<file path="config.mk">
export PLATFORM = sky130hd
export DESIGN_NAME = matrix_op_controller_flat
export DESIGN_NICKNAME = d
export VERILOG_FILES = /design/src/rtl/matrix_pkg.sv /design/src/rtl/matrix_op_controller_if.sv /design/src/rtl/matrix_addr_gen.sv /design/src/rtl/matrix_op_controller.sv /design/src/flat_wrapper.sv
export SDC_FILE = /design/constraint.sdc
export NUM_CORES = 1
export LEC_CHECK = 0
export BUFFER_PORTS_ARGS = -buffer_cell sky130_fd_sc_hd__buf_2
export CAP_MARGIN = 20
export CORE_AREA = 5 5 256 258
export DETAILED_ROUTE_END_ITERATION = 10
export DIE_AREA = 0 0 261 263
export PLACE_DENSITY = 0.73
export RECOVER_POWER = 25
export SETUP_SLACK_MARGIN = 0.2
export SKIP_LAST_GASP = 1
export SLEW_MARGIN = 15
export SYNTH_ARGS = -nofsm -noshare
export SYNTH_HDL_FRONTEND = slang
export SYNTH_SLANG_ARGS = --single-unit
</file>
<file path="constraint.sdc">
create_clock -name clk -period 29.7 [get_ports clk]
set_clock_uncertainty 0.2 [all_clocks]
set_input_delay 8.91 -clock clk [delete_from_list [all_inputs] [get_ports clk]]
set_output_delay 8.91 -clock clk [all_outputs]
set_load 0.01 [all_outputs]
</file>
<file path="src/rtl/matrix_pkg.sv">
// Shared constants, opcodes and controller state encoding for the 5x5 matrix coprocessor.
package matrix_pkg;

  localparam int unsigned MAT_N     = 5;
  localparam int unsigned MAT_ELEMS = MAT_N * MAT_N;
  localparam int unsigned ELEM_W    = 8;
  localparam int unsigned MAT_W     = MAT_ELEMS * ELEM_W;
  localparam int unsigned IDX_W     = 5;

  localparam logic [2:0] OP_ADD       = 3'd0;
  localparam logic [2:0] OP_SUB       = 3'd1;
  localparam logic [2:0] OP_MUL       = 3'd2;
  localparam logic [2:0] OP_TRANSPOSE = 3'd3;

  typedef enum logic [2:0] {
    StIdle,
    StLoad,
    StDrain,
    StExec,
    StStore,
    StDone,
    StErr
  } ctrl_state_e;

  function automatic logic op_legal(input logic [2:0] op);
    return op <= OP_TRANSPOSE;
  endfunction

endpackage

</file>
<file path="src/rtl/matrix_op_controller_if.sv">
// Host command handshake plus shared data-memory port of the matrix sequencer.
interface matrix_op_controller_if
  import matrix_pkg::*;
#(
  parameter int unsigned ADDR_W = 8
) ();

  logic              cmd_valid;
  logic              cmd_ready;
  logic [2:0]        cmd_op;
  logic [ADDR_W-1:0] cmd_base_a;
  logic [ADDR_W-1:0] cmd_base_b;
  logic [ADDR_W-1:0] cmd_base_r;

  logic              mem_rd_en;
  logic [ADDR_W-1:0] mem_rd_addr;
  logic [ELEM_W-1:0] mem_rd_data;
  logic              mem_wr_en;
  logic [ADDR_W-1:0] mem_wr_addr;
  logic [ELEM_W-1:0] mem_wr_data;

  modport slave (
    input  cmd_valid, cmd_op, cmd_base_a, cmd_base_b, cmd_base_r, mem_rd_data,
    output cmd_ready, mem_rd_en, mem_rd_addr, mem_wr_en, mem_wr_addr, mem_wr_data
  );

  modport master (
    output cmd_valid, cmd_op, cmd_base_a, cmd_base_b, cmd_base_r, mem_rd_data,
    input  cmd_ready, mem_rd_en, mem_rd_addr, mem_wr_en, mem_wr_addr, mem_wr_data
  );

endinterface

</file>
<file path="src/rtl/matrix_addr_gen.sv">
// Element counter 0..24 producing base+index addresses; shared by the load and store phases.
module matrix_addr_gen
  import matrix_pkg::*;
#(
  parameter int unsigned ADDR_W = 8
) (
  input  logic              clk,
  input  logic              rst,
  input  logic              clr,
  input  logic              adv,
  input  logic [ADDR_W-1:0] base,
  output logic [IDX_W-1:0]  idx,
  output logic [ADDR_W-1:0] addr,
  output logic              last
);

  logic [IDX_W-1:0] idx_q;

  always_ff @(posedge clk or posedge rst) begin
    if (rst) begin
      idx_q <= '0;
    end else if (clr) begin
      idx_q <= '0;
    end else if (adv) begin
      idx_q <= last ? '0 : idx_q + 1'b1;
    end
  end

  assign idx  = idx_q;
  assign last = (idx_q == IDX_W'(MAT_ELEMS - 1));
  assign addr = base + ADDR_W'(idx_q);

endmodule

</file>
<file path="src/rtl/matrix_op_controller.sv">
// Command sequencer: loads A (and B) from byte memory, runs the external ALU, stores the result.
module matrix_op_controller
  import matrix_pkg::*;
#(
  parameter int unsigned ADDR_W   = 8,
  parameter int unsigned EXEC_CYC = 1
) (
  input  logic                   clk,
  input  logic                   rst,
  matrix_op_controller_if.slave  bus,
  output logic [MAT_W-1:0]       op_a,
  output logic [MAT_W-1:0]       op_b,
  output logic [1:0]             op_sel,
  input  logic [MAT_W-1:0]       alu_result,
  output logic                   busy,
  output logic                   done,
  output logic                   error
);

  ctrl_state_e       state_q, state_d;
  logic [1:0]        op_q;
  logic [ADDR_W-1:0] base_a_q, base_b_q, base_r_q;
  logic              phase_b_q;
  logic [15:0]       exec_cnt_q;
  logic              rd_vld_q, rd_b_q;
  logic [IDX_W-1:0]  rd_idx_q;
  logic [MAT_W-1:0]  op_a_q, op_b_q, res_q;

  logic              accept, exec_last, ag_clr, ag_adv, ag_last, rd_en, wr_en;
  logic [IDX_W-1:0]  ag_idx;
  logic [ADDR_W-1:0] ag_base, ag_addr;

  assign accept    = (state_q == StIdle) && bus.cmd_valid && op_legal(bus.cmd_op);
  assign exec_last = (exec_cnt_q == 16'(EXEC_CYC - 1));

  always_comb begin
    state_d = state_q;
    ag_clr  = 1'b0;
    ag_adv  = 1'b0;
    rd_en   = 1'b0;
    wr_en   = 1'b0;
    unique case (state_q)
      StIdle: begin
        if (bus.cmd_valid) begin
          ag_clr  = 1'b1;
          state_d = op_legal(bus.cmd_op) ? StLoad : StErr;
        end
      end
      StLoad: begin
        rd_en  = 1'b1;
        ag_adv = 1'b1;
        if (ag_last && (phase_b_q || ({1'b0, op_q} == OP_TRANSPOSE))) state_d = StDrain;
      end
      StDrain: state_d = StExec;
      StExec:  if (exec_last) state_d = StStore;
      StStore: begin
        wr_en  = 1'b1;
        ag_adv = 1'b1;
        if (ag_last) state_d = StDone;
      end
      StDone, StErr: state_d = StIdle;
      default: state_d = StIdle;
    endcase
  end

  always_comb begin
    ag_base = base_a_q;
    if (state_q == StStore) ag_base = base_r_q;
    else if (phase_b_q)     ag_base = base_b_q;
  end

  matrix_addr_gen #(.ADDR_W(ADDR_W)) u_addr_gen (
    .clk  (clk),
    .rst  (rst),
    .clr  (ag_clr),
    .adv  (ag_adv),
    .base (ag_base),
    .idx  (ag_idx),
    .addr (ag_addr),
    .last (ag_last)
  );

  always_ff @(posedge clk or posedge rst) begin
    if (rst) state_q <= StIdle;
    else     state_q <= state_d;
  end

  always_ff @(posedge clk or posedge rst) begin
    if (rst) begin
      op_q       <= '0;
      base_a_q   <= '0;
      base_b_q   <= '0;
      base_r_q   <= '0;
      phase_b_q  <= 1'b0;
      exec_cnt_q <= '0;
      rd_vld_q   <= 1'b0;
      rd_b_q     <= 1'b0;
      rd_idx_q   <= '0;
      op_a_q     <= '0;
      op_b_q     <= '0;
      res_q      <= '0;
    end else begin
      if (accept) begin
        op_q      <= bus.cmd_op[1:0];
        base_a_q  <= bus.cmd_base_a;
        base_b_q  <= bus.cmd_base_b;
        base_r_q  <= bus.cmd_base_r;
        phase_b_q <= 1'b0;
        if (bus.cmd_op == OP_TRANSPOSE) op_b_q <= '0;
      end else if (state_q == StLoad && ag_last && state_d == StLoad) begin
        phase_b_q <= 1'b1;
      end
      // Read data lands one cycle after the strobe, so tag it with the issuing slot.
      rd_vld_q <= rd_en;
      rd_b_q   <= phase_b_q;
      rd_idx_q <= ag_idx;
      if (rd_vld_q) begin
        if (rd_b_q) op_b_q[rd_idx_q*ELEM_W +: ELEM_W] <= bus.mem_rd_data;
        else        op_a_q[rd_idx_q*ELEM_W +: ELEM_W] <= bus.mem_rd_data;
      end
      exec_cnt_q <= (state_q == StExec) ? exec_cnt_q + 16'd1 : 16'd0;
      if (state_q == StExec && exec_last) res_q <= alu_result;
    end
  end

  assign bus.cmd_ready   = (state_q == StIdle);
  assign busy            = (state_q != StIdle);
  assign done            = (state_q == StDone);
  assign error           = (state_q == StErr);
  assign bus.mem_rd_en   = rd_en;
  assign bus.mem_rd_addr = rd_en ? ag_addr : '0;
  assign bus.mem_wr_en   = wr_en;
  assign bus.mem_wr_addr = wr_en ? ag_addr : '0;
  assign bus.mem_wr_data = wr_en ? res_q[ag_idx*ELEM_W +: ELEM_W] : '0;
  assign op_a            = op_a_q;
  assign op_b            = op_b_q;
  assign op_sel          = op_q;

endmodule

</file>
<file path="src/flat_wrapper.sv">
// flat-port wrapper written by rule: the top's interface ports become plain ports
module matrix_op_controller_flat import matrix_pkg::*;
#(
  parameter int unsigned ADDR_W   = 8,
  parameter int unsigned EXEC_CYC = 1
)
  (clk, rst, op_a, op_b, op_sel, alu_result, busy, done, error, bus_cmd_valid, bus_cmd_op, bus_cmd_base_a, bus_cmd_base_b, bus_cmd_base_r, bus_mem_rd_data, bus_cmd_ready, bus_mem_rd_en, bus_mem_rd_addr, bus_mem_wr_en, bus_mem_wr_addr, bus_mem_wr_data);
  matrix_op_controller_if #(.ADDR_W(ADDR_W)) bus_i ();
  input  logic clk;
  input  logic rst;
  output logic [MAT_W-1:0] op_a;
  output logic [MAT_W-1:0] op_b;
  output logic [1:0] op_sel;
  input  logic [MAT_W-1:0] alu_result;
  output logic busy;
  output logic done;
  output logic error;
  input wire logic [$bits(bus_i.cmd_valid)-1:0] bus_cmd_valid;
  input wire logic [$bits(bus_i.cmd_op)-1:0] bus_cmd_op;
  input wire logic [$bits(bus_i.cmd_base_a)-1:0] bus_cmd_base_a;
  input wire logic [$bits(bus_i.cmd_base_b)-1:0] bus_cmd_base_b;
  input wire logic [$bits(bus_i.cmd_base_r)-1:0] bus_cmd_base_r;
  input wire logic [$bits(bus_i.mem_rd_data)-1:0] bus_mem_rd_data;
  output wire logic [$bits(bus_i.cmd_ready)-1:0] bus_cmd_ready;
  output wire logic [$bits(bus_i.mem_rd_en)-1:0] bus_mem_rd_en;
  output wire logic [$bits(bus_i.mem_rd_addr)-1:0] bus_mem_rd_addr;
  output wire logic [$bits(bus_i.mem_wr_en)-1:0] bus_mem_wr_en;
  output wire logic [$bits(bus_i.mem_wr_addr)-1:0] bus_mem_wr_addr;
  output wire logic [$bits(bus_i.mem_wr_data)-1:0] bus_mem_wr_data;
  assign bus_i.cmd_valid = bus_cmd_valid;
  assign bus_i.cmd_op = bus_cmd_op;
  assign bus_i.cmd_base_a = bus_cmd_base_a;
  assign bus_i.cmd_base_b = bus_cmd_base_b;
  assign bus_i.cmd_base_r = bus_cmd_base_r;
  assign bus_i.mem_rd_data = bus_mem_rd_data;
  assign bus_cmd_ready = bus_i.cmd_ready;
  assign bus_mem_rd_en = bus_i.mem_rd_en;
  assign bus_mem_rd_addr = bus_i.mem_rd_addr;
  assign bus_mem_wr_en = bus_i.mem_wr_en;
  assign bus_mem_wr_addr = bus_i.mem_wr_addr;
  assign bus_mem_wr_data = bus_i.mem_wr_data;
  matrix_op_controller #(.ADDR_W(ADDR_W), .EXEC_CYC(EXEC_CYC)) u_core (.clk(clk), .rst(rst), .bus(bus_i), .op_a(op_a), .op_b(op_b), .op_sel(op_sel), .alu_result(alu_result), .busy(busy), .done(done), .error(error));
endmodule
</file>
======== Yosys cells after proc, flatten, opt, wreduce, memory -nomap -nowiden ========
Index checks and enable logic that the tools add are counted.
word-level totals
  register bits ........................... 658
  output and inout bits ................... 432
  word-level logic and storage cells ...... 75
cells by class
  add/sub/neg operators ................... 4
  $lt $le $gt $ge ......................... 1
  equal/unequal tests ..................... 10
  shift-type cells ........................ 3
  mux-type cells .......................... 28
  bitwise operators ....................... 1
  reductions and logical operators ........ 14
operators by type and width
  cell                                                    count
  two-way mux 200 bit                                     4
  bitwise mux 200 bit                                     2
  variable shift 8 x 34 -> 200 bit, first input constant  1
  variable part select 200 x 9 -> 8 bit                   1
  variable part select 8 x 34 -> 200 bit                  1
  two-way mux 8 bit                                       5
  negation 8 -> 34 bit                                    1
  adder 16 x 1 -> 16 bit, second input constant           1
  logical NOT 16 bit                                      1
  two-way mux 16 bit                                      1
  two-way mux 3 bit                                       5
  two-way mux 5 bit                                       3
  case mux 3 bit (5 select lines)                         1
  equality test 3 x 2 -> 1 bit, second input constant     3
  equality test 3 bit, second input constant              3
  adder 8 x 5 -> 8 bit                                    1
  two-way mux 1 bit                                       7
  equality test 3 x 1 -> 1 bit, second input constant     2
  logical AND 1 bit                                       6
  adder 5 x 1 -> 5 bit, second input constant             1
  equality test 5 bit, second input constant              1
  nonzero test 2 bit                                      2
  <= comparator 3 x 2 -> 1 bit, second input constant     1
  logical NOT 3 bit                                       1
  6 further kinds                                         6

======== Logic depth before layout (Yosys ltp) ========
  word-level depth ........................ 9
  mapped depth ............................ 14

======== Modules after synthesis ========
Synthesis repeated with hierarchy kept, for this count alone.
second synthesis, totals
  cell total of the unflattened synthesis .. 2094
  area, all modules ....................... 28504.8 um2
modules (own cells, without submodules)
  module                times used  cells an instance  area each (um2)
  matrix_op_controller  1           2022               27891.8
  matrix_addr_gen       1           72                 613.1

======== Least setup slack after synthesis ========
OpenSTA, ideal clock, no wires.
  path kind ............................... flip-flop to output port
  start ................................... reg u_core.state_q[2]
  end ..................................... out bus_mem_wr_addr[6]
  data arrival time ....................... 2870 ps
  required time ........................... 20590 ps
  slack ................................... 17720 ps
  stages on the path, launching flop included .. 14
  buffers on the path ..................... 3
  cells stage by stage .................... dfrtp_1 > buf_2 > or3b_2 > clkbuf_1 > clkbuf_1 > a21oi_1 > ha_1 > inv_1 > fa_1 > nor2b_1 > o31a_1 > o21ai_0 > xnor2_1 > nor2_1
between the ends
  word-level cells in the longest chain between the ends .. 4
  elaborated cells on any way between the ends .. 5
  those cells by class .................... 1 x add/sub; 1 x eq/ne; 3 x mux
RTL lines
  element                 RTL line                                                source
  from (decl)             matrix_op_controller.sv:20                              ctrl_state_e state_q, state_d;
  from (signal assigned)  matrix_op_controller.sv:84                              if (rst) state_q <= StIdle;
  from (signal assigned)  matrix_op_controller.sv:85                              else state_q <= state_d;
  equality test 3 bit *   matrix_op_controller.sv:42, matrix_op_controller.sv:68
  two-way mux 8 bit       matrix_op_controller.sv:68                              if (state_q == StStore) ag_base = base_r_q;
  adder 8 x 5 -> 8 bit    matrix_addr_gen.sv:31                                   assign addr = base + ADDR_W'(idx_q);
  two-way mux 8 bit *     matrix_op_controller.sv:133                             assign bus.mem_wr_addr = wr_en ? ag_addr : '0;
  to (decl)               flat_wrapper.sv:28                                      output wire logic [$bits(bus_i.mem_wr_addr)-1:0] bus_mem_wr_addr;
Mark *: on every way between the ends. The rest lies on a longest branch, timed or not.

==> summary.txt <==
Worst hold path
  • WHS Path Cells: 2
  • Launch point of the worst hold path: u_core.op_a[127]
  • Hold Path Class: flip-flop to flip-flop
  • Hold path endpoint: u_core.op_a[127]

CTS
  • Num Clock Sinks: 658
  • CTS max path bufs: 3
  • # hold bufs at CTS: 0
  • Clk Tree Root Cell: clkbuf_16
  • CTS tree: yes
  • Post-CTS sizing: 0
  • # Post-CTS Setup Buffers: 0
  • Clk_lat worst skew: 610 ps
  • Clock buffer count from CTS: 71
  • Clk pin slew, worst setup/hold paths: 60 ps
  • Htree depth: 3

Global route
  • Initial antenna violation count: 13
  • Remaining Overflow, GRT: 0
  • Wire length of the first global-routing pass: 137000 µm
  • Vias in the first global route: 21800
  • Total track usage: 25.9%
  • Pin count of the biggest net entering global routing: 172

Drt
  • Vias: 22100
  • Routed WL: 91700 µm
  • Vias per cell: 5.58
  • Routed len/inst: 23.1 µm
  • Initial DRC count: 2165
  • Post-route DRC: 0
  • Antenna-violating nets left: 0
  • Initial DRT Pass Iterations: 5

Setup path
  • Crit Path Class: primary input to asynchronous set/reset pin
  • Flop2flop setup slack: 24580 ps
  • Critical R2R Launch: u_core.state_q[2]
  • Max incr delay on CP: 2520 ps
  • Crit Path Max Fanout: 98
  • R2R depth: 8
  • CP Cell Sequence: buf_2, clkinvlp_2, buf_4, buf_4, buf_4
  • Worst EP arrival: 14300 ps
  • Worst path slowest cell: clkinvlp_2
  • Top cell family by delay on the critical path: buffers and inverters
  • Req. time, crit path: 30120 ps
  • Buf+Inv Stages, Crit Path: 5
  • Most used cell, CP: buf_4
  • Reg2reg end: u_core.op_b[22]
  • CP Capture Type: asynchronous set/reset pin
  • Worst setup SP type: primary input

Cells and area
  • Layout area overhead: 22.5%
  • Final nets: 3312
  • Share of cells above drive strength 1: 33.4%
  • Filler cells: 5457
  • Final std cells w/o fill: 3966

Floorplan
  • Chip width: 261 µm
  • Num rows: 92
  • Die Span Y: 263 µm
  • Core area: 62700 µm²
  • Top Ports: 670
  • Initial Util: 44.2%
  • Die area: 68600 µm²

Timing
  • Final setup viols: 0
  • Fmax: 72.0 MHz
  • Max-slew violations: 99
  • Min Tclk post-route: 13880 ps
  • Setup TNS: 0 ps
  • Rel. slew slack: -204%
  • Final period util: 46.7%
  • Worst slew pin tran: 4530 ps
  • Final hold vios: 0
  • RSZ-0062 raised after global routing: false
  • Hold WS: 274 ps

Placed design
  • DPL Wire Length: 68200 µm
  • RD Place Congestion: 0.879
  • Placed cells: 3832
  • # port buffers: 669

Logic synthesis
  • Largest area contributor in the netlist: dfrtp_1
  • Synth Flop Type: dfrtp_1
  • Mean Syn Cell Area: 11.3 µm²
  • Flops & latches, synth: 658
  • Synth area leaders: dfrtp_1 59%, mux2_2 8.4%, o21ai_0 5.2%
  • Cell with the most instances after synthesis: dfrtp_1
  • Synth Instances: 2461
  • Sequential fraction of the synthesis area: 59.4%
  • Area fraction of the dominant cell type after synthesis: 59.4%
  • Yosys warnings: 0
  • Synth async-reset ratio: 100%
  • Number of synthesized flops with an enable pin: 0
  • Post-Syn Nets: 2711
  • Post-synth cell types: 53
  • Top cells by count, synth: 658 x dfrtp_1, 347 x nand2_1, 289 x o21ai_0, 264 x nand3_1, 207 x mux2_2
  • Post-Syn Area: 27700 µm²

Job
  • Max cap viols: 1

Run status
  • Status: finished with violations
  • Failing checks: max-capacitance violations, max-slew violations

Power and ir drop
  • Peak VDD IR: 68.3 µV
  • LEAKAGE: 16.0 nW
  • PD cells: 97.8 nW/µm²
-- placed cells by master (no fill, tap or decap), types with 8 or more instances in the layout --
cell type	n
a21oi_1	22
a22oi_1	16
a31oi_1	8
and3_1	10
buf_2	640
buf_4	21
clkbuf_1	46
clkbuf_16	72
clkbuf_8	18
clkinv_2	12
dfrtp_1	658
ha_1	11
inv_1	25
mux2_2	207
mux2i_1	47
mux4_2	32
nand2_1	347
nand2b_1	8
nand3_1	263
nand4_1	27
nor2_1	89
o21ai_0	289
o22ai_1	17
o31ai_1	109
xor2_1	18
-- metrics by stage --
stage | power (W) | setup WS, ps | util (%) | area (µm²)
2_1_floorplan | 0.00200 | 2150 | - | 27700
3_3_place_gp | 0.00242 | 17240 | 50.4 | 31600
4_1_cts | 0.00333 | 16800 | 54.1 | 33900
6_report | 0.00332 | 15820 | 54.1 | 33900
3_5_place_dp | 0.00245 | 17260 | 50.4 | 31600
5_1_grt | 0.00350 | 14660 | 54.1 | 33900
-- registers in the layout, indices dropped and copies added, names as in the netlist, 2 cells and up --
name and count:
u_core.base_r_q 8, u_core.base_a_q 8, u_core.op_sel 2, u_core.rd_idx_q 5
u_core.res_q 200, u_core.op_a 200, u_core.u_addr_gen.idx 5, u_core.base_b_q 8
u_core.exec_cnt_q 16, u_core.op_b 200, u_core.state_q 3
-- routing by layer --
metal	vias to the layer above	part of all wire, %	GRT usage (%)
met5	-	0.10	0
met1	10900	37	31.5
met3	224	9.2	7.14
met2	987	48	43.0
met4	14	5.3	12.1
li1	9967	-	-
-- layout make-up --
type | count | area [µm²] | share of cell area (%)
tap | 846 | 1060 | 3.12
sequential | 658 | 16500 | 48.5
clock inverter | 22 | 223 | 0.656
clock buffer | 105 | 2110 | 6.21
multi-input combinational | 1609 | 10400 | 30.7
antenna | 4 | 10.0 | 0.0295
inverter | 26 | 98.8 | 0.291
timing repair buffer | 696 | 3550 | 10.5
-- worst max path at each step --
stage | slack, ps | from | cells after the start | end
finish | 15820 | rst | 5 | u_core.op_b[74]
floorplan | 2150 | rst | 1 | u_core.base_a_q[0]
CTS | 16800 | u_core.u_addr_gen.idx[0] | 7 | bus_mem_wr_data[1]
global route | 14660 | rst | 5 | u_core.res_q[33]
global placement | 17240 | rst | 5 | u_core.res_q[82]
detailed placement | 17260 | rst | 5 | u_core.res_q[55]
-- cells by family (layout without fill, tap and decap cells) --
logic type | Yosys count | count (layout) | synth area share, %
xor+xnor | 25 | 25 | 0.790
mux | 286 | 286 | 12.7
simple gates | 811 | 811 | 13.5
flops | 658 | 658 | 59.4
buf+inv | 194 | 849 | 3.05
fa+ha+maj | 12 | 12 | 0.569
compound gates | 475 | 475 | 9.99
other cells | 0 | 4 | 0
-- tightest hold or removal path: stages (launching register included) --
cell and delay, ps:
dfrtp_1 340, nand2_1 50, o31ai_1 50
-- report_power, final --
part           internal, W  total (W)  switching, W
sequential         0.00114    0.00130      0.000166
clock             0.000512   0.000878      0.000366
combinational     0.000441    0.00114      0.000696
total              0.00209    0.00332       0.00123
Power figures use the tool's default switching activity.
